===== src/rtl/spi_shift_engine_if.sv =====
// Handshake, configuration, serial and receive-buffer signals of the SPI shift engine.
// The LoopBack signal is present only when SPI_SHIFT_LOOPBACK_EN is defined.
interface spi_shift_engine_if #(
  parameter int MaxWordLen = 8,
  parameter int LW         = $clog2(MaxWordLen) + 1
);
  logic                  Start;
  logic                  Abort;
  logic [LW-1:0]         WordLenSel;
  logic                  Endiannes;
  logic                  TxEn;
  logic [MaxWordLen-1:0] DataIN;
  logic                  SampleFlg;
  logic                  ShiftFlg;
  logic                  MISO;
  logic                  MOSI;
  logic                  MOSIOE;
  logic                  Busy;
  logic                  WordDone;
  logic [MaxWordLen-1:0] RXData;
  logic                  RXValid;
  logic                  RXAck;
  logic                  Overrun;
`ifdef SPI_SHIFT_LOOPBACK_EN
  logic                  LoopBack;
`endif

  // Engine side.
  modport slave (
    input  Start, Abort, WordLenSel, Endiannes, TxEn, DataIN,
    input  SampleFlg, ShiftFlg, MISO, RXAck,
`ifdef SPI_SHIFT_LOOPBACK_EN
    input  LoopBack,
`endif
    output MOSI, MOSIOE, Busy, WordDone, RXData, RXValid, Overrun
  );

  // Control FSM / consumer side.
  modport master (
    output Start, Abort, WordLenSel, Endiannes, TxEn, DataIN,
    output SampleFlg, ShiftFlg, MISO, RXAck,
`ifdef SPI_SHIFT_LOOPBACK_EN
    output LoopBack,
`endif
    input  MOSI, MOSIOE, Busy, WordDone, RXData, RXValid, Overrun
  );
endinterface


===== src/rtl/spi_shift_engine.sv =====
// Full-duplex SPI word shifter with bit counter, runtime word length and buffered receive.
// Optional internal MOSI->MISO loopback is compiled in with SPI_SHIFT_LOOPBACK_EN.
module spi_shift_engine #(
  parameter int   MaxWordLen = 8,
  parameter int   LW         = $clog2(MaxWordLen) + 1,
  parameter logic IdleMOSI   = 1'b0
) (
  input logic             clk,
  input logic             rstn,
  spi_shift_engine_if.slave bus
);
  localparam int IW = $clog2(MaxWordLen);
  localparam logic [LW-1:0] MaxLen = LW'(MaxWordLen);

  typedef enum logic [1:0] {IDLE, SHIFT, DONE} state_t;

  state_t                state_q;
  logic [LW-1:0]         n_q;
  logic [LW-1:0]         cnt_q;
  logic                  msb_q;
  logic [MaxWordLen-1:0] tx_q;
  logic [MaxWordLen-1:0] rx_q;
  logic [MaxWordLen-1:0] rxdata_q;
  logic                  rxvalid_q;
  logic                  overrun_q;

  logic [LW-1:0]         len_d;
  logic [LW-1:0]         cnt_d;
  logic [IW-1:0]         top_idx;
  logic [MaxWordLen-1:0] rx_d;
  logic [MaxWordLen-1:0] rx_mask;
  logic                  tx_bit;
  logic                  mosi_int;
  logic                  sample_bit;
  logic                  busy;

  assign busy = (state_q != IDLE);

  // Only the low N bits of the received shift register belong to the word.
  for (genvar gi = 0; gi < MaxWordLen; gi++) begin : g_mask
    assign rx_mask[gi] = (LW'(gi) < n_q);
  end

  always_comb begin
    len_d = bus.WordLenSel;
    if (bus.WordLenSel == '0 || bus.WordLenSel > MaxLen) begin
      len_d = MaxLen;
    end
    top_idx  = IW'(n_q - 1'b1);
    cnt_d    = cnt_q - 1'b1;
    tx_bit   = msb_q ? tx_q[top_idx] : tx_q[0];
    mosi_int = busy ? tx_bit : IdleMOSI;
  end

`ifdef SPI_SHIFT_LOOPBACK_EN
  assign sample_bit = bus.LoopBack ? mosi_int : bus.MISO;
  assign bus.MOSI   = bus.LoopBack ? IdleMOSI : mosi_int;
  assign bus.MOSIOE = busy && bus.TxEn && !bus.LoopBack;
`else
  assign sample_bit = bus.MISO;
  assign bus.MOSI   = mosi_int;
  assign bus.MOSIOE = busy && bus.TxEn;
`endif

  // LSB-first words are assembled right-justified by inserting at bit N-1.
  always_comb begin
    if (msb_q) begin
      rx_d = {rx_q[MaxWordLen-2:0], sample_bit};
    end else begin
      rx_d          = rx_q >> 1;
      rx_d[top_idx] = sample_bit;
    end
  end

  always_ff @(posedge clk or negedge rstn) begin
    if (!rstn) begin
      state_q   <= IDLE;
      n_q       <= '0;
      cnt_q     <= '0;
      msb_q     <= 1'b0;
      tx_q      <= '0;
      rx_q      <= '0;
      rxdata_q  <= '0;
      rxvalid_q <= 1'b0;
      overrun_q <= 1'b0;
    end else begin
      if (bus.RXAck) begin
        rxvalid_q <= 1'b0;
      end
      case (state_q)
        IDLE: begin
          if (bus.Start) begin
            n_q     <= len_d;
            cnt_q   <= len_d;
            msb_q   <= bus.Endiannes;
            tx_q    <= bus.DataIN;
            rx_q    <= '0;
            state_q <= SHIFT;
          end
        end
        SHIFT: begin
          if (bus.Abort) begin
            rx_q    <= '0;
            state_q <= IDLE;
          end else begin
            if (bus.SampleFlg) begin
              rx_q  <= rx_d;
              cnt_q <= cnt_d;
              if (cnt_d == '0) begin
                state_q <= DONE;
              end
            end
            // A shift on the final sample cycle would only disturb the last MOSI bit.
            if (bus.ShiftFlg && !(bus.SampleFlg && cnt_d == '0)) begin
              tx_q <= msb_q ? (tx_q << 1) : (tx_q >> 1);
            end
          end
        end
        DONE: begin
          state_q <= IDLE;
          if (!bus.Abort) begin
            rxdata_q  <= rx_q & rx_mask;
            rxvalid_q <= 1'b1;
            if (rxvalid_q && !bus.RXAck) begin
              overrun_q <= 1'b1;
            end
          end
        end
        default: state_q <= IDLE;
      endcase
    end
  end

  assign bus.Busy     = busy;
  assign bus.WordDone = (state_q == DONE) && !bus.Abort;
  assign bus.RXData   = rxdata_q;
  assign bus.RXValid  = rxvalid_q;
  assign bus.Overrun  = overrun_q;
endmodule


===== src/flat_wrapper.sv =====
// flat-port wrapper written by rule: the top's interface ports become plain ports
module spi_shift_engine_flat 
#(
  parameter int   MaxWordLen = 8,
  parameter int   LW         = $clog2(MaxWordLen) + 1,
  parameter logic IdleMOSI   = 1'b0
)
  (clk, rstn, bus_Start, bus_Abort, bus_WordLenSel, bus_Endiannes, bus_TxEn, bus_DataIN, bus_SampleFlg, bus_ShiftFlg, bus_MISO, bus_RXAck, bus_MOSI, bus_MOSIOE, bus_Busy, bus_WordDone, bus_RXData, bus_RXValid, bus_Overrun);
  spi_shift_engine_if #(.MaxWordLen(MaxWordLen), .LW(LW)) bus_i ();
  input logic clk;
  input logic rstn;
  input wire logic [$bits(bus_i.Start)-1:0] bus_Start;
  input wire logic [$bits(bus_i.Abort)-1:0] bus_Abort;
  input wire logic [$bits(bus_i.WordLenSel)-1:0] bus_WordLenSel;
  input wire logic [$bits(bus_i.Endiannes)-1:0] bus_Endiannes;
  input wire logic [$bits(bus_i.TxEn)-1:0] bus_TxEn;
  input wire logic [$bits(bus_i.DataIN)-1:0] bus_DataIN;
  input wire logic [$bits(bus_i.SampleFlg)-1:0] bus_SampleFlg;
  input wire logic [$bits(bus_i.ShiftFlg)-1:0] bus_ShiftFlg;
  input wire logic [$bits(bus_i.MISO)-1:0] bus_MISO;
  input wire logic [$bits(bus_i.RXAck)-1:0] bus_RXAck;
  output wire logic [$bits(bus_i.MOSI)-1:0] bus_MOSI;
  output wire logic [$bits(bus_i.MOSIOE)-1:0] bus_MOSIOE;
  output wire logic [$bits(bus_i.Busy)-1:0] bus_Busy;
  output wire logic [$bits(bus_i.WordDone)-1:0] bus_WordDone;
  output wire logic [$bits(bus_i.RXData)-1:0] bus_RXData;
  output wire logic [$bits(bus_i.RXValid)-1:0] bus_RXValid;
  output wire logic [$bits(bus_i.Overrun)-1:0] bus_Overrun;
  assign bus_i.Start = bus_Start;
  assign bus_i.Abort = bus_Abort;
  assign bus_i.WordLenSel = bus_WordLenSel;
  assign bus_i.Endiannes = bus_Endiannes;
  assign bus_i.TxEn = bus_TxEn;
  assign bus_i.DataIN = bus_DataIN;
  assign bus_i.SampleFlg = bus_SampleFlg;
  assign bus_i.ShiftFlg = bus_ShiftFlg;
  assign bus_i.MISO = bus_MISO;
  assign bus_i.RXAck = bus_RXAck;
  assign bus_MOSI = bus_i.MOSI;
  assign bus_MOSIOE = bus_i.MOSIOE;
  assign bus_Busy = bus_i.Busy;
  assign bus_WordDone = bus_i.WordDone;
  assign bus_RXData = bus_i.RXData;
  assign bus_RXValid = bus_i.RXValid;
  assign bus_Overrun = bus_i.Overrun;
  spi_shift_engine #(.MaxWordLen(MaxWordLen), .LW(LW), .IdleMOSI(IdleMOSI)) u_core (.clk(clk), .rstn(rstn), .bus(bus_i));
endmodule

===== config.mk =====
export PLATFORM = sky130hd
export DESIGN_NAME = spi_shift_engine_flat
export DESIGN_NICKNAME = d
export VERILOG_FILES = /design/src/rtl/spi_shift_engine_if.sv /design/src/rtl/spi_shift_engine.sv /design/src/flat_wrapper.sv
export SDC_FILE = /design/constraint.sdc
export NUM_CORES = 1
export LEC_CHECK = 0
export ABC_AREA = 1
export CORE_MARGIN = 4
export CORE_UTILIZATION = 35
export CTS_CLUSTER_DIAMETER = 100
export CTS_CLUSTER_SIZE = 14
export DETAILED_ROUTE_END_ITERATION = 7
export PLACE_DENSITY = 0.63
export SETUP_SLACK_MARGIN = 0.3
export SLEW_MARGIN = 20
export SYNTH_ARGS = -nofsm -noshare
export SYNTH_HDL_FRONTEND = slang
export SYNTH_SLANG_ARGS = --single-unit

===== constraint.sdc =====
create_clock -name clk -period 1.7 [get_ports clk]
set_input_delay 0.255 -clock clk [delete_from_list [all_inputs] [get_ports clk]]
set_output_delay 0.255 -clock clk [all_outputs]
set_load 0.03 [all_outputs]

## Yosys cells after proc, flatten, opt, wreduce, memory -nomap -nowiden

Index checks and enable logic that the tools add are counted.

- Bits in registers: 37
- Bits in latches: 0
- Memory bits (writable): 0
- Memory bits (read-only): 0
- Output and inout port bits: 14
- Logic and storage cells: 84
- Memories kept: 0

- $add $sub $neg: 2
- Multiply operators: 0
- Divide/modulo/power cells: 0
- $lt $le $gt $ge: 11
- Equal/unequal tests: 8
- Shift-type cells: 0
- Mux-type cells: 30
- Bitwise gates (word level): 2
- Reductions and logical operators: 22

Operators by type and width:

| cell | count |
|---|---|
| $mux 8 | 8 |
| $pmux 8 s2 | 2 |
| $lt 3x4->1 const A | 4 |
| $mux 4 | 4 |
| $reduce_and 3->1 | 3 |
| $and 8x8->8 | 1 |
| $bwmux 8 | 1 |
| $logic_not 4->1 | 2 |
| $lt 1x4->1 const A | 2 |
| $lt 2x4->1 const A | 2 |
| $mux 2 | 4 |
| $pmux 4 s2 | 1 |
| $reduce_and 4->1 | 2 |
| $mux 1 | 7 |
| $logic_and 1x1->1 | 6 |
| $ne 2x2->1 const B | 3 |
| $gt 4x4->1 const B | 1 |
| $lt 3x4->1 const B | 1 |
| $pmux 2 s2 | 1 |
| $reduce_and 2->1 | 2 |
| $reduce_bool 2->1 | 2 |
| $sub 4x1->4 const B | 1 |
| $bmux 1 s3 | 1 |
| $demux 1 s3 | 1 |
| 11 further kinds | 13 |

## Longest topological paths before layout

Gate-level depths: netlist of the first run.

- Depth in word-level cells: 10
- Gate-level depth with buffers: 12
- Depth with buffers taken out: 12

## Least setup slack after synthesis of the first run

Ideal clock, no wire load.

- Path type: reg2out
- Start point: register u_core.n_q[0]
- End point: output bus_MOSI
- Arrival: 1.764 ns
- Data required time: 1.445 ns
- Setup slack: -0.319 ns
- Stages on the path, launching flop included: 11
- Buffers on the path: 1
- Cell sequence: dfrtp_1 > inv_1 > buf_2 > ha_1 > inv_1 > nand2_1 > nand2_1 > nand2_1 > nand2_1 > nand2_1 > a21oi_1

- Longest elaborated chain between the ends: 5

RTL lines:

| item | line | RTL |
|---|---|---|
| start: declaration | spi_shift_engine.sv:18 | `logic [LW-1:0] n_q;` |
| start signal: assignment | spi_shift_engine.sv:93 | `n_q <= len_d;` |
| $sub 3x1->3 | spi_shift_engine.sv:49 | `top_idx = IW'(n_q - 1'b1);` |
| $bmux 1 s3 | spi_shift_engine.sv:51 | `tx_bit = msb_q ? tx_q[top_idx] : tx_q[0];` |
| $mux 1 (not written as such) | spi_shift_engine.sv:51 |  |
| $mux 1 | spi_shift_engine.sv:51 |  |
| $mux 1 | spi_shift_engine.sv:52 | `mosi_int = busy ? tx_bit : IdleMOSI;` |
| end: declaration | flat_wrapper.sv:22 | `output wire logic [$bits(bus_i.MOSI)-1:0] bus_MOSI;` |

Every way passes these cells. The select of a mux whose other input is x is not followed.

## Worst setup path after layout of the first run

- Start point: register u_core.n_q[1]
- End point: output bus_MOSI

Same word-level chain as after synthesis.

==> results of run 1 <==
-- metrics by stage --
step                hold WS [ns]  setup WS, ns  instances  util (%)
finish                     0.340        -0.159        456      54.5
detailed placement         0.451        0.0774        427      45.4
floorplan                -0.0406        0.0895        314         -
global route               0.360        -0.265        456      54.5
CTS                        0.356        -0.192        446      49.5
global placement           0.449        0.0952        427      45.4
-- cell usage in the layout (no fill, tap or decap), types with 2 or more instances in the layout --
master                             n
sky130_fd_sc_hd__clkdlybuf4s50_1  21
sky130_fd_sc_hd__buf_6            11
sky130_fd_sc_hd__o21ai_0          19
sky130_fd_sc_hd__ha_1              2
sky130_fd_sc_hd__nor2_1           21
sky130_fd_sc_hd__clkbuf_8          6
sky130_fd_sc_hd__nand3_1          17
sky130_fd_sc_hd__dfrtp_1          36
sky130_fd_sc_hd__nand2_4           7
sky130_fd_sc_hd__inv_1            22
sky130_fd_sc_hd__dlygate4sd2_1    10
sky130_fd_sc_hd__ha_4              2
sky130_fd_sc_hd__buf_4            22
sky130_fd_sc_hd__nand2_2          22
sky130_fd_sc_hd__o211ai_1          2
sky130_fd_sc_hd__inv_2             9
sky130_fd_sc_hd__nand2_8           3
sky130_fd_sc_hd__nand3_2           7
sky130_fd_sc_hd__inv_4             4
sky130_fd_sc_hd__o21ai_1          17
sky130_fd_sc_hd__o21ai_2           6
sky130_fd_sc_hd__nand2_1          84
sky130_fd_sc_hd__nor2_4            4
sky130_fd_sc_hd__buf_12            2
sky130_fd_sc_hd__a21oi_1           8
sky130_fd_sc_hd__o31ai_1           3
-- timing repair --
item,in CTS,in global routing
endpoints found under the hold margin,0,0
setup buffers,10,10
pin swaps,11,30
cloned,1,0
setup endpoints to repair,26,24
resized for setup,40,65
-- cells by family after synthesis --
group | share of synthesized area [%]
buffers and inverters | 8.04
DFF | 41.6
AOI/OAI and AO/OA | 15.3
and+or+nand+nor | 32.8
adders and majority gates | 2.25
-- power groups by stage --
stage               Clock, uW  Combinational, uW  Sequential [uW]
CTS                       822               2070             1340
finish                    810               2570             1380
floorplan                   0               1330             1300
detailed placement          0               1790             1350
global placement            0               1770             1350
global route              864               2860             1420
-- metal layers --
| layer | routed length, um | GRT usage [%] | part of all wire [%] |
|---|---|---|---|
| met5 | 0 | 0 | 0 |
| met2 | 2790 | 25.9 | 47 |
| met4 | 98 | 4.60 | 1.7 |
| met1 | 2680 | 19.8 | 45 |
| met3 | 314 | 3.48 | 5.3 |
-- state kept, by name (all words and copies together) (netlist names) --
register	cells
u_core.bus.Overrun	1
u_core.bus.RXData	8
u_core.bus.RXValid	1
u_core.cnt_q	4
u_core.msb_q	1
u_core.n_q	4
u_core.rx_q	8
u_core.state_q	2
u_core.tx_q	8
-- cell usage after synthesis --
cell	instances
sky130_fd_sc_hd__o22ai_1	2
sky130_fd_sc_hd__nor2_2	1
sky130_fd_sc_hd__o21ai_0	26
sky130_fd_sc_hd__nand3_2	1
sky130_fd_sc_hd__a31oi_1	1
sky130_fd_sc_hd__buf_2	3
sky130_fd_sc_hd__nor2_4	2
sky130_fd_sc_hd__buf_4	1
sky130_fd_sc_hd__nand3_1	24
sky130_fd_sc_hd__nor2_1	23
sky130_fd_sc_hd__nand2_1	108
sky130_fd_sc_hd__o211ai_1	2
sky130_fd_sc_hd__a22oi_4	1
sky130_fd_sc_hd__inv_4	1
sky130_fd_sc_hd__nand2_4	3
sky130_fd_sc_hd__inv_2	4
sky130_fd_sc_hd__dfrtp_1	37
sky130_fd_sc_hd__inv_1	32
sky130_fd_sc_hd__ha_1	4
sky130_fd_sc_hd__o21ai_1	16
sky130_fd_sc_hd__o31ai_1	3
sky130_fd_sc_hd__a22o_1	1
sky130_fd_sc_hd__clkbuf_1	4
sky130_fd_sc_hd__nand2_2	4
sky130_fd_sc_hd__nor2_8	1
sky130_fd_sc_hd__a21oi_1	9
-- final cells by class --
class / count / area, um2
clock buffer: 6 / 82.6
clock inverter: 2 / 37.5
fill: 571 / 2760
inverter: 37 / 159
multi-input combinational: 233 / 1380
sequential: 37 / 927
tap: 75 / 93.8
timing repair buffer: 66 / 627
-- how the worst max path moves through the flow --
stage                                         start       end  slack, ns  cells after the start
after floorplan           u_core.n_q[0]$_DFFE_PN0P_  bus_MOSI       0.09                     10
after global placement    u_core.n_q[1]$_DFFE_PN0P_  bus_MOSI        0.1                     10
after detailed placement  u_core.n_q[0]$_DFFE_PN0P_  bus_MOSI       0.08                     10
after CTS                 u_core.n_q[0]$_DFFE_PN0P_  bus_MOSI      -0.19                     10
after global routing      u_core.n_q[0]$_DFFE_PN0P_  bus_MOSI      -0.27                     10
final                     u_core.n_q[1]$_DFFE_PN0P_  bus_MOSI      -0.16                     10
==> flow_summary.json, run 1 <==
{
  "run_status": "complete, but fails checks",
  "failed_checks": "setup timing",
  "drt.antenna.violating_nets": 0,
  "slew_headroom_pct": 79.6,
  "seq_power_share_pct": 29.0,
  "vias_in_the_first_global_route": 2090,
  "final_max_slew_viol_count": 0,
  "clk_path_buf_depth": 2,
  "synth_area_per_cell_um2": 7.09,
  "postCtsHoldBufs": 0,
  "cpMostUsedCell": "sky130_fd_sc_hd__nand2_1",
  "final_cell_area_um2": 3310,
  "die_h_um": 87.7,
  "worst_skew_pair.late_latency_ns": 0.29,
  "path_clk_slew_ns": 0.08,
  "post_synth_design_cell_area_um2": 2230,
  "ys_warn_count": 0,
  "fin_ws_ns": -0.159,
  "root_buffer": "sky130_fd_sc_hd__clkbuf_8",
  "ys_seq_area_share_pct": 41.6,
  "critical_path_class": "flip-flop to output port",
  "r2r_cells": 12,
  "finalCritPeriodShare_pct": 109,
  "wl_per_cell_um": 12.9,
  "fmax_ghz": 0.538,
  "critical-path-top-delay-family": "flip-flops",
  "max_cap_violations": 0,
  "power.switching_uw": 2060,
  "setup-tns-final_ns": -0.159,
  "swShare_pct": 43.1,
  "crit_arrival_ns": 1.60,
  "worstPathRequired_ns": 1.44,
  "slack_of_the_worst_reg_to_reg_path_ns": 0.21,
  "port_buffers": 35,
  "antenna_violations_before_repair": 0,
  "detailroute.via_count": 2219,
  "crit-reg2reg-capture": "u_core.tx_q[6]$_DFFE_PN0P_",
  "detail_route.drc_violations": 0,
  "cell_row_count": 28,
  "place_area_um2": 2750,
  "power_frac_clock_pct": 17.0,
  "hold_class": "input pin to async pin",
  "design.die.area_um2": 7700,
  "layout.nets": 406,
  "layout-drive-gt1-share_pct": 30.4,
  "ctsHtreeMaxLevel": 2,
  "syn_nets": 340,
  "vdd.ir_drop.worst_uv": 1000,
  "synthDominantCellAreaShare_pct": 41.6,
  "viasPerCell": 4.87,
  "clock_tree_from_tritoncts": "yes",
  "pin_count_of_the_biggest_net_entering_global_routing": 38,
  "slowest_stage": "sky130_fd_sc_hd__dfrtp_1",
  "finalHoldViolations": 0,
  "cp-end-kind": "output port",
  "areaGrowthSynthToFinish_pct": 48.5,
  "iteration_0_drc_count_of_the_detailed_router": 101,
  "post_synth_inst_count": 314,
  "start_kind": "flip-flop",
  "synth_cell_types": 26,
  "leakagePower_uw": 0.00164,
  "internal_power_uw": 2710,
  "n_antenna_cell": 0,
  "crit_path_cell_trace": "inv_1 > ha_4 > inv_4 > nand2_1 > nand2_1 > nand2_1 > nand2_2 > nand2_2 > a21oi_4 > buf_6",
  "global_route_wire_length_before_repair_um": 9480,
  "ioPinCount": 36,
  "synth_top_cells_by_area": "sky130_fd_sc_hd__dfrtp_1 (42%), sky130_fd_sc_hd__nand2_1 (18%), sky130_fd_sc_hd__o21ai_0 (5.8%)",
  "ys_ff_latch": 37,
  "setup_viol": 1,
  "crit_fanout": 4,
  "synth_top_cell_by_area": "sky130_fd_sc_hd__dfrtp_1",
  "gr-usage-all-layers_pct": 15.4,
  "rsz0062_at_grt": "yes",
  "die_width_um": 87.7,
  "critical-path-max-stage-delay_ns": 0.38,
  "core_area_um2": 6060,
  "tightestPinTransition_ns": 0.305,
  "report.power.total_uw": 4770,
  "cts-buffers-inserted": 5,
  "critical_path.n_buffers_inverters": 3,
  "first_pass_iters": 4,
  "sinks_on_clock_net": 37,
  "floorplan.initialDensity_pct": 36.7,
  "combPwrFrac_pct": 54.0,
  "finalWorstPathRequiredPeriod_ns": 1.86,
  "finalWeightedCongestion": 0.856,
  "totalWireLength_um": 5880,
  "place_hpwl_um": 3970,
  "powerDensity_nw_per_um2": 1440,
  "worstReg2RegStart": "u_core.cnt_q[1]$_DFFE_PN0P_",
  "post_route_skew_ns": 0.00664,
  "global_route.overflow_total": 0
}
Note: power is estimated with default switching activity, not from simulation.
==> run 2, diff against run 1 <==
--- a/config.mk
+++ b/config.mk
@@ -12,7 +12,7 @@
 export CTS_CLUSTER_SIZE = 14
 export DETAILED_ROUTE_END_ITERATION = 7
 export PLACE_DENSITY = 0.63
-export SETUP_SLACK_MARGIN = 0.3
+export SETUP_SLACK_MARGIN = 0.02
 export SLEW_MARGIN = 20
 export SYNTH_ARGS = -nofsm -noshare
 export SYNTH_HDL_FRONTEND = slang
==> flow_summary.json, run 2 (synthesis gave the netlist of run 1 again) <==
{
  "sinks_on_clock_net": 37,
  "antenna_violations_before_repair": 0,
  "critical_path.n_buffers_inverters": 3,
  "finalWorstPathRequiredPeriod_ns": 1.90,
  "root_buffer": "sky130_fd_sc_hd__clkbuf_8",
  "swShare_pct": 44.2,
  "die_h_um": 87.7,
  "wl_per_cell_um": 12.3,
  "placedCellCount": 427,
  "ctsHtreeMaxLevel": 2,
  "first_pass_iters": 4,
  "worstReg2RegStart": "u_core.n_q[1]$_DFFE_PN0P_",
  "place_area_um2": 2740,
  "run_status": "complete, but fails checks",
  "layout.nets": 395,
  "final_max_slew_viol_count": 0,
  "seq_power_share_pct": 33.9,
  "clk_path_buf_depth": 2,
  "slew_headroom_pct": 79.6,
  "slack_of_the_worst_reg_to_reg_path_ns": 0.12,
  "tightestPinTransition_ns": 0.305,
  "leading_cell_types_in_the_layout_fill_and_taps_excluded": "sky130_fd_sc_hd__nand2_1 (99), sky130_fd_sc_hd__dfrtp_1 (37), sky130_fd_sc_hd__clkdlybuf4s50_1 (31)",
  "crit_path_cell_trace": "inv_2 > ha_4 > inv_4 > nand2_2 > nand2_2 > nand2_2 > nand2_2 > nand2_2 > a21oi_4 > buf_6",
  "pin_count_of_the_biggest_net_entering_global_routing": 38,
  "fin_ws_ns": -0.200,
  "power.switching_uw": 1770,
  "finalHoldViolations": 0,
  "cts-buffers-inserted": 5,
  "floorplan.initialDensity_pct": 36.7,
  "totalWireLength_um": 5470,
  "vias_in_the_first_global_route": 2160,
  "cell_row_count": 28,
  "slowest_stage": "sky130_fd_sc_hd__dfrtp_1",
  "core_area_um2": 6060,
  "cp-end-kind": "output port",
  "worstPathRequired_ns": 1.44,
  "finalCritPeriodShare_pct": 112,
  "path_clk_slew_ns": 0.07,
  "finalWeightedCongestion": 0.829,
  "drt.antenna.violating_nets": 0,
  "leakagePower_uw": 0.00148,
  "fin_cells": 445,
  "layout-drive-gt1-share_pct": 17.8,
  "max_cap_violations": 0,
  "design.die.area_um2": 7700,
  "critical-path-top-delay-family": "flip-flops",
  "ioPinCount": 36,
  "failed_checks": "setup timing",
  "vdd.ir_drop.worst_uv": 708,
  "critical_path_class": "flip-flop to output port",
  "die_width_um": 87.7,
  "combPwrFrac_pct": 51.1,
  "critical-path-max-stage-delay_ns": 0.39,
  "powerDensity_nw_per_um2": 1360,
  "final_cell_area_um2": 2950,
  "rsz0062_at_grt": "yes",
  "crit-reg2reg-capture": "u_core.rx_q[5]$_DFFE_PN0P_",
  "global_route.overflow_total": 0,
  "global_route_wire_length_before_repair_um": 9400,
  "detail_route.drc_violations": 0,
  "n_antenna_cell": 0,
  "fmax_ghz": 0.526,
  "post_route_skew_ns": 0.00273,
  "viasPerCell": 4.85,
  "crit_fanout": 5,
  "r2r_cells": 13,
  "port_buffers": 35,
  "detailroute.via_count": 2158,
  "iteration_0_drc_count_of_the_detailed_router": 85,
  "worst_skew_pair.late_latency_ns": 0.29,
  "gr-usage-all-layers_pct": 15.1,
  "clock_tree_from_tritoncts": "yes",
  "internal_power_uw": 2230,
  "crit_arrival_ns": 1.65,
  "setup_viol": 1,
  "power_frac_clock_pct": 15.0,
  "hold_class": "input pin to async pin",
  "cpMostUsedCell": "sky130_fd_sc_hd__nand2_2",
  "place_hpwl_um": 3880,
  "areaGrowthSynthToFinish_pct": 32.3,
  "start_kind": "flip-flop",
  "layout.cells.most_common": "sky130_fd_sc_hd__nand2_1"
}
run 2: cell count changes in the layout (fill, tap and decap cells not counted), sizes merged:
| cell | change |
|---|---|
| buf | -11 |
| bufinv | -1 |
| dlygate4sd2 | -9 |
| clkdlybuf4s50 | +10 |
| clkinv | +1 |
| nand2 | -1 |
| clkinvlp | -1 |
| inv | +1 |
run 2: per-stage QoR:
| stage | setup TNS [ns] | hold WS (ns) | setup WS (ns) | power (uW) | utilization [%] |
|---|---|---|---|---|---|
| 2_1_floorplan | 0 | -0.0406 | 0.0345 | 2610 | - |
| 3_3_place_gp | 0 | 0.451 | 0.0560 | 3090 | 45.3 |
| 3_5_place_dp | 0 | 0.454 | 0.0284 | 3120 | 45.3 |
| 4_1_cts | -0.180 | 0.350 | -0.180 | 3760 | 46.8 |
| 5_1_grt | -0.342 | 0.352 | -0.299 | 4390 | 48.6 |
| 6_report | -0.200 | 0.342 | -0.200 | 4000 | 48.6 |
run 2: worst max-delay path by stage:
stage | startpoint | endpoint | slack [ns] | cells after the start
finish | u_core.n_q[1]$_DFFE_PN0P_ | bus_MOSI | -0.20 | 10
global route | u_core.n_q[0]$_DFFE_PN0P_ | bus_MOSI | -0.30 | 10
CTS | u_core.n_q[0]$_DFFE_PN0P_ | bus_MOSI | -0.18 | 10
detailed placement | u_core.n_q[0]$_DFFE_PN0P_ | bus_MOSI | 0.03 | 10
global placement | u_core.n_q[0]$_DFFE_PN0P_ | bus_MOSI | 0.06 | 11
floorplan | u_core.n_q[0]$_DFFE_PN0P_ | bus_MOSI | 0.03 | 10
run 2: repair_timing:
action	4_1_cts	5_1_grt
resized for setup	7	13
buffers inserted	0	10
hold buffers	0	0
setup endpoints to repair	2	9
pin swaps	1	9
hold endpoints to repair	0	0
run 2: area by class of cell:
cell class                      instances  area [um2]
Clock buffer                            6        72.6
Clock inverter                          2        10.0
Fill cell                             599        3120
Inverter                               37         144
Multi-Input combinational cell        232        1180
Sequential cell                        37         926
Tap cell                               75        93.8
Timing Repair Buffer                   56         519
run 2: routing by layer:
metal / vias up / global-route usage [%] / share of wire, %
met5: - / 0 / 0
met4: 0 / 5.86 / 1.6
met2: 61 / 23.9 / 46
met3: 11 / 3.86 / 5.3
met1: 970 / 19.8 / 47
li1: 1116 / - / -
run 2: worst register-to-register path: stages, from the launching register on:
cell and delay [ns]:
sky130_fd_sc_hd__dfrtp_1 0.39, sky130_fd_sc_hd__inv_2 0.08, sky130_fd_sc_hd__ha_4 0.14, sky130_fd_sc_hd__inv_1 0.06, sky130_fd_sc_hd__nand2_2 0.06, sky130_fd_sc_hd__nand2_2 0.08
sky130_fd_sc_hd__buf_4 0.14, sky130_fd_sc_hd__buf_4 0.13, sky130_fd_sc_hd__nand2_1 0.09, sky130_fd_sc_hd__inv_1 0.06, sky130_fd_sc_hd__nand3_1 0.06, sky130_fd_sc_hd__nand3_1 0.08
sky130_fd_sc_hd__nand2_1 0.06, sky130_fd_sc_hd__nand2_1 0.04
run 2: power by group through the flow:
stage	sequential (uW)	clock, uW	combinational, uW
floorplan	1300	0	1310
global placement	1350	0	1740
detailed placement	1360	0	1760
CTS	1340	619	1790
global route	1390	667	2330
finish	1360	600	2040
==> run 3, diff against run 2 <==
--- a/config.mk
+++ b/config.mk
@@ -6,6 +6,7 @@
 export NUM_CORES = 1
 export LEC_CHECK = 0
 export ABC_AREA = 1
+export CORE_ASPECT_RATIO = 1.5
 export CORE_MARGIN = 4
 export CORE_UTILIZATION = 35
 export CTS_CLUSTER_DIAMETER = 100
==> flow_summary.json, run 3 (synthesis gave the netlist of run 1 again) <==
{
  "route.layer.met1.wl_um": 2300,
  "internal_power_uw": 2320,
  "finalWorstPathRequiredPeriod_ns": 1.86,
  "place_hpwl_um": 4280,
  "dr_wl_met3_um": 232,
  "dr_wl_met2_um": 2910,
  "crit_arrival_ns": 1.60,
  "port_buffers": 35,
  "worst_hold_slack_ns": 0.372,
  "path_clk_slew_ns": 0.09,
  "critical_path_class": "flip-flop to output port",
  "slew_headroom_pct": 68.4,
  "layout.nets": 394,
  "slack_of_the_worst_reg_to_reg_path_ns": 0.16,
  "power_frac_clock_pct": 19.4,
  "wl_per_cell_um": 12.7,
  "root_buffer": "sky130_fd_sc_hd__clkbuf_8",
  "power.switching_uw": 1760,
  "global_route.overflow_total": 0,
  "crit-reg2reg-capture": "u_core.tx_q[3]$_DFFE_PN0P_",
  "detail_route.drc_violations": 0,
  "postCtsHoldBufs": 0,
  "r2r_cells": 12,
  "powerDensity_nw_per_um2": 1390,
  "floorplan.initialDensity_pct": 36.0,
  "worstPathRequired_ns": 1.44,
  "global_route_wire_length_before_repair_um": 9720,
  "seq_power_share_pct": 32.7,
  "layout.cells.most_common": "sky130_fd_sc_hd__nand2_1",
  "leakagePower_uw": 0.00148,
  "pin_count_of_the_biggest_net_entering_global_routing": 38,
  "fill_count": 610,
  "finalWeightedCongestion": 0.839,
  "clock_tree_from_tritoncts": "yes",
  "multi_input_gate_area_um2": 1170,
  "totalWireLength_um": 5610,
  "fin_ws_ns": -0.156,
  "worst_skew_pair.late_latency_ns": 0.30,
  "cpMostUsedCell": "sky130_fd_sc_hd__nand2_1",
  "final_max_slew_viol_count": 0,
  "vdd.ir_drop.worst_uv": 526,
  "run_status": "complete, but fails checks",
  "drt.antenna.violating_nets": 0,
  "cp-end-kind": "output port",
  "setup-tns-final_ns": -0.156,
  "finish.utilization_pct": 47.6,
  "finalCritPeriodShare_pct": 109,
  "n_antenna_cell": 0,
  "antenna_violations_before_repair": 0,
  "combPwrFrac_pct": 48.0,
  "post_route_skew_ns": 0.0156,
  "swShare_pct": 43.2,
  "detailroute.via_count": 2151,
  "leading_cell_types_in_the_layout_fill_and_taps_excluded": "sky130_fd_sc_hd__nand2_1 (103), sky130_fd_sc_hd__dfrtp_1 (37), sky130_fd_sc_hd__clkdlybuf4s50_1 (31)",
  "report.power.total_uw": 4080,
  "max_cap_violations": 0,
  "clk_path_buf_depth": 2,
  "critical-path-max-stage-delay_ns": 0.41,
  "rsz0062_at_grt": "yes",
  "setup_viol": 1,
  "cell_row_count": 35,
  "gr-usage-all-layers_pct": 15.7,
  "worstReg2RegStart": "u_core.cnt_q[0]$_DFFE_PN0P_",
  "vias_in_the_first_global_route": 2076,
  "areaGrowthSynthToFinish_pct": 32.2,
  "failed_checks": "setup timing",
  "die_width_um": 73.1,
  "design.die.area_um2": 7730,
  "crit_path_cell_trace": "inv_2 > ha_4 > inv_4 > nand2_1 > nand2_1 > nand2_1 > nand2_1 > nand2_2 > a21oi_4 > buf_6",
  "cts-buffers-inserted": 5,
  "regArea_um2": 926,
  "ioPinCount": 36,
  "ctsHtreeMaxLevel": 2,
  "first_pass_iters": 5,
  "pre_cts_ws_ns": 0.0423,
  "sinks_on_clock_net": 37,
  "crit_fanout": 4,
  "iteration_0_drc_count_of_the_detailed_router": 113,
  "tightestPinTransition_ns": 0.474,
  "finalHoldViolations": 0,
  "layout-drive-gt1-share_pct": 16.3,
  "fmax_ghz": 0.539,
  "crit_start": "u_core.n_q[1]$_DFFE_PN0P_",
  "top_signal_layer_used": "met4",
  "core_area_um2": 6170,
  "timing.critical_path.to": "bus_MOSI",
  "hold_class": "input pin to async pin",
  "slowest_stage": "sky130_fd_sc_hd__dfrtp_1",
  "die_h_um": 106,
  "start_kind": "flip-flop",
  "viasPerCell": 4.86
}
## run 3: changes by cell type in the layout (fill, tap and decap cells not counted), sizes merged
cell / change
clkbuf: -1
clkinvlp: +1
bufinv: +1
clkinv: -1
buf: -1
## run 3: power groups by stage
stage          clock network [uW]  registers, uW  logic [uW]
2_1_floorplan                   0           1300        1310
3_3_place_gp                    0           1340        1800
3_5_place_dp                    0           1340        1830
4_1_cts                       802           1330        1910
5_1_grt                       842           1370        2230
6_report                      790           1330        1960
## run 3: final cells by class
cell class                 count  area share (%)
clock buffer                   5            2.34
timing repair buffer          55            16.9
tap                           74            3.15
inverter                      37            4.89
multi-input combinational    232            39.7
sequential                    37            31.5
clock inverter                 3            1.57
## run 3: layer usage
layer,vias up,global-route usage [%]
met4,0,7.52
met2,51,27.0
met5,-,0
met3,17,2.86
met1,972,18.2
li1,1111,-
## run 3: worst min-delay path by stage
stage,start,endpoint,slack [ns],cells past startpoint
floorplan,rstn,u_core.bus.Overrun$_DFFE_PN0P_,-0.04,0
global placement,u_core.bus.Overrun$_DFFE_PN0P_,u_core.bus.Overrun$_DFFE_PN0P_,0.45,2
detailed placement,u_core.bus.Overrun$_DFFE_PN0P_,u_core.bus.Overrun$_DFFE_PN0P_,0.45,2
CTS,rstn,u_core.bus.RXValid$_DFF_PN0_,0.40,2
global route,rstn,u_core.bus.RXValid$_DFF_PN0_,0.41,2
finish,rstn,u_core.bus.RXValid$_DFF_PN0_,0.37,2
## run 3: timing repair
item                                    4_1_cts  5_1_grt
resized for setup                             9        5
endpoints found under the setup margin        2        9
pin swaps                                     2        2
setup buffers                                 2        2
cloned                                        0        1
endpoints found under the hold margin         0        0
## run 3: critical path: cells and delay by family, from the launching register on
| family | cells | cell delay, ns |
|---|---|---|
| AOI/OAI and AO/OA | 1 | 0.12 |
| adders and majority gates | 1 | 0.22 |
| buffers and inverters | 3 | 0.28 |
| DFF | 1 | 0.41 |
| and+or+nand+nor | 5 | 0.28 |
## run 3: through the flow
step | std cells | cell area [um2]
floorplan | 314 | 2260
global placement | 430 | 2760
detailed placement | 430 | 2760
CTS | 440 | 2910
global route | 443 | 2940
finish | 443 | 2940
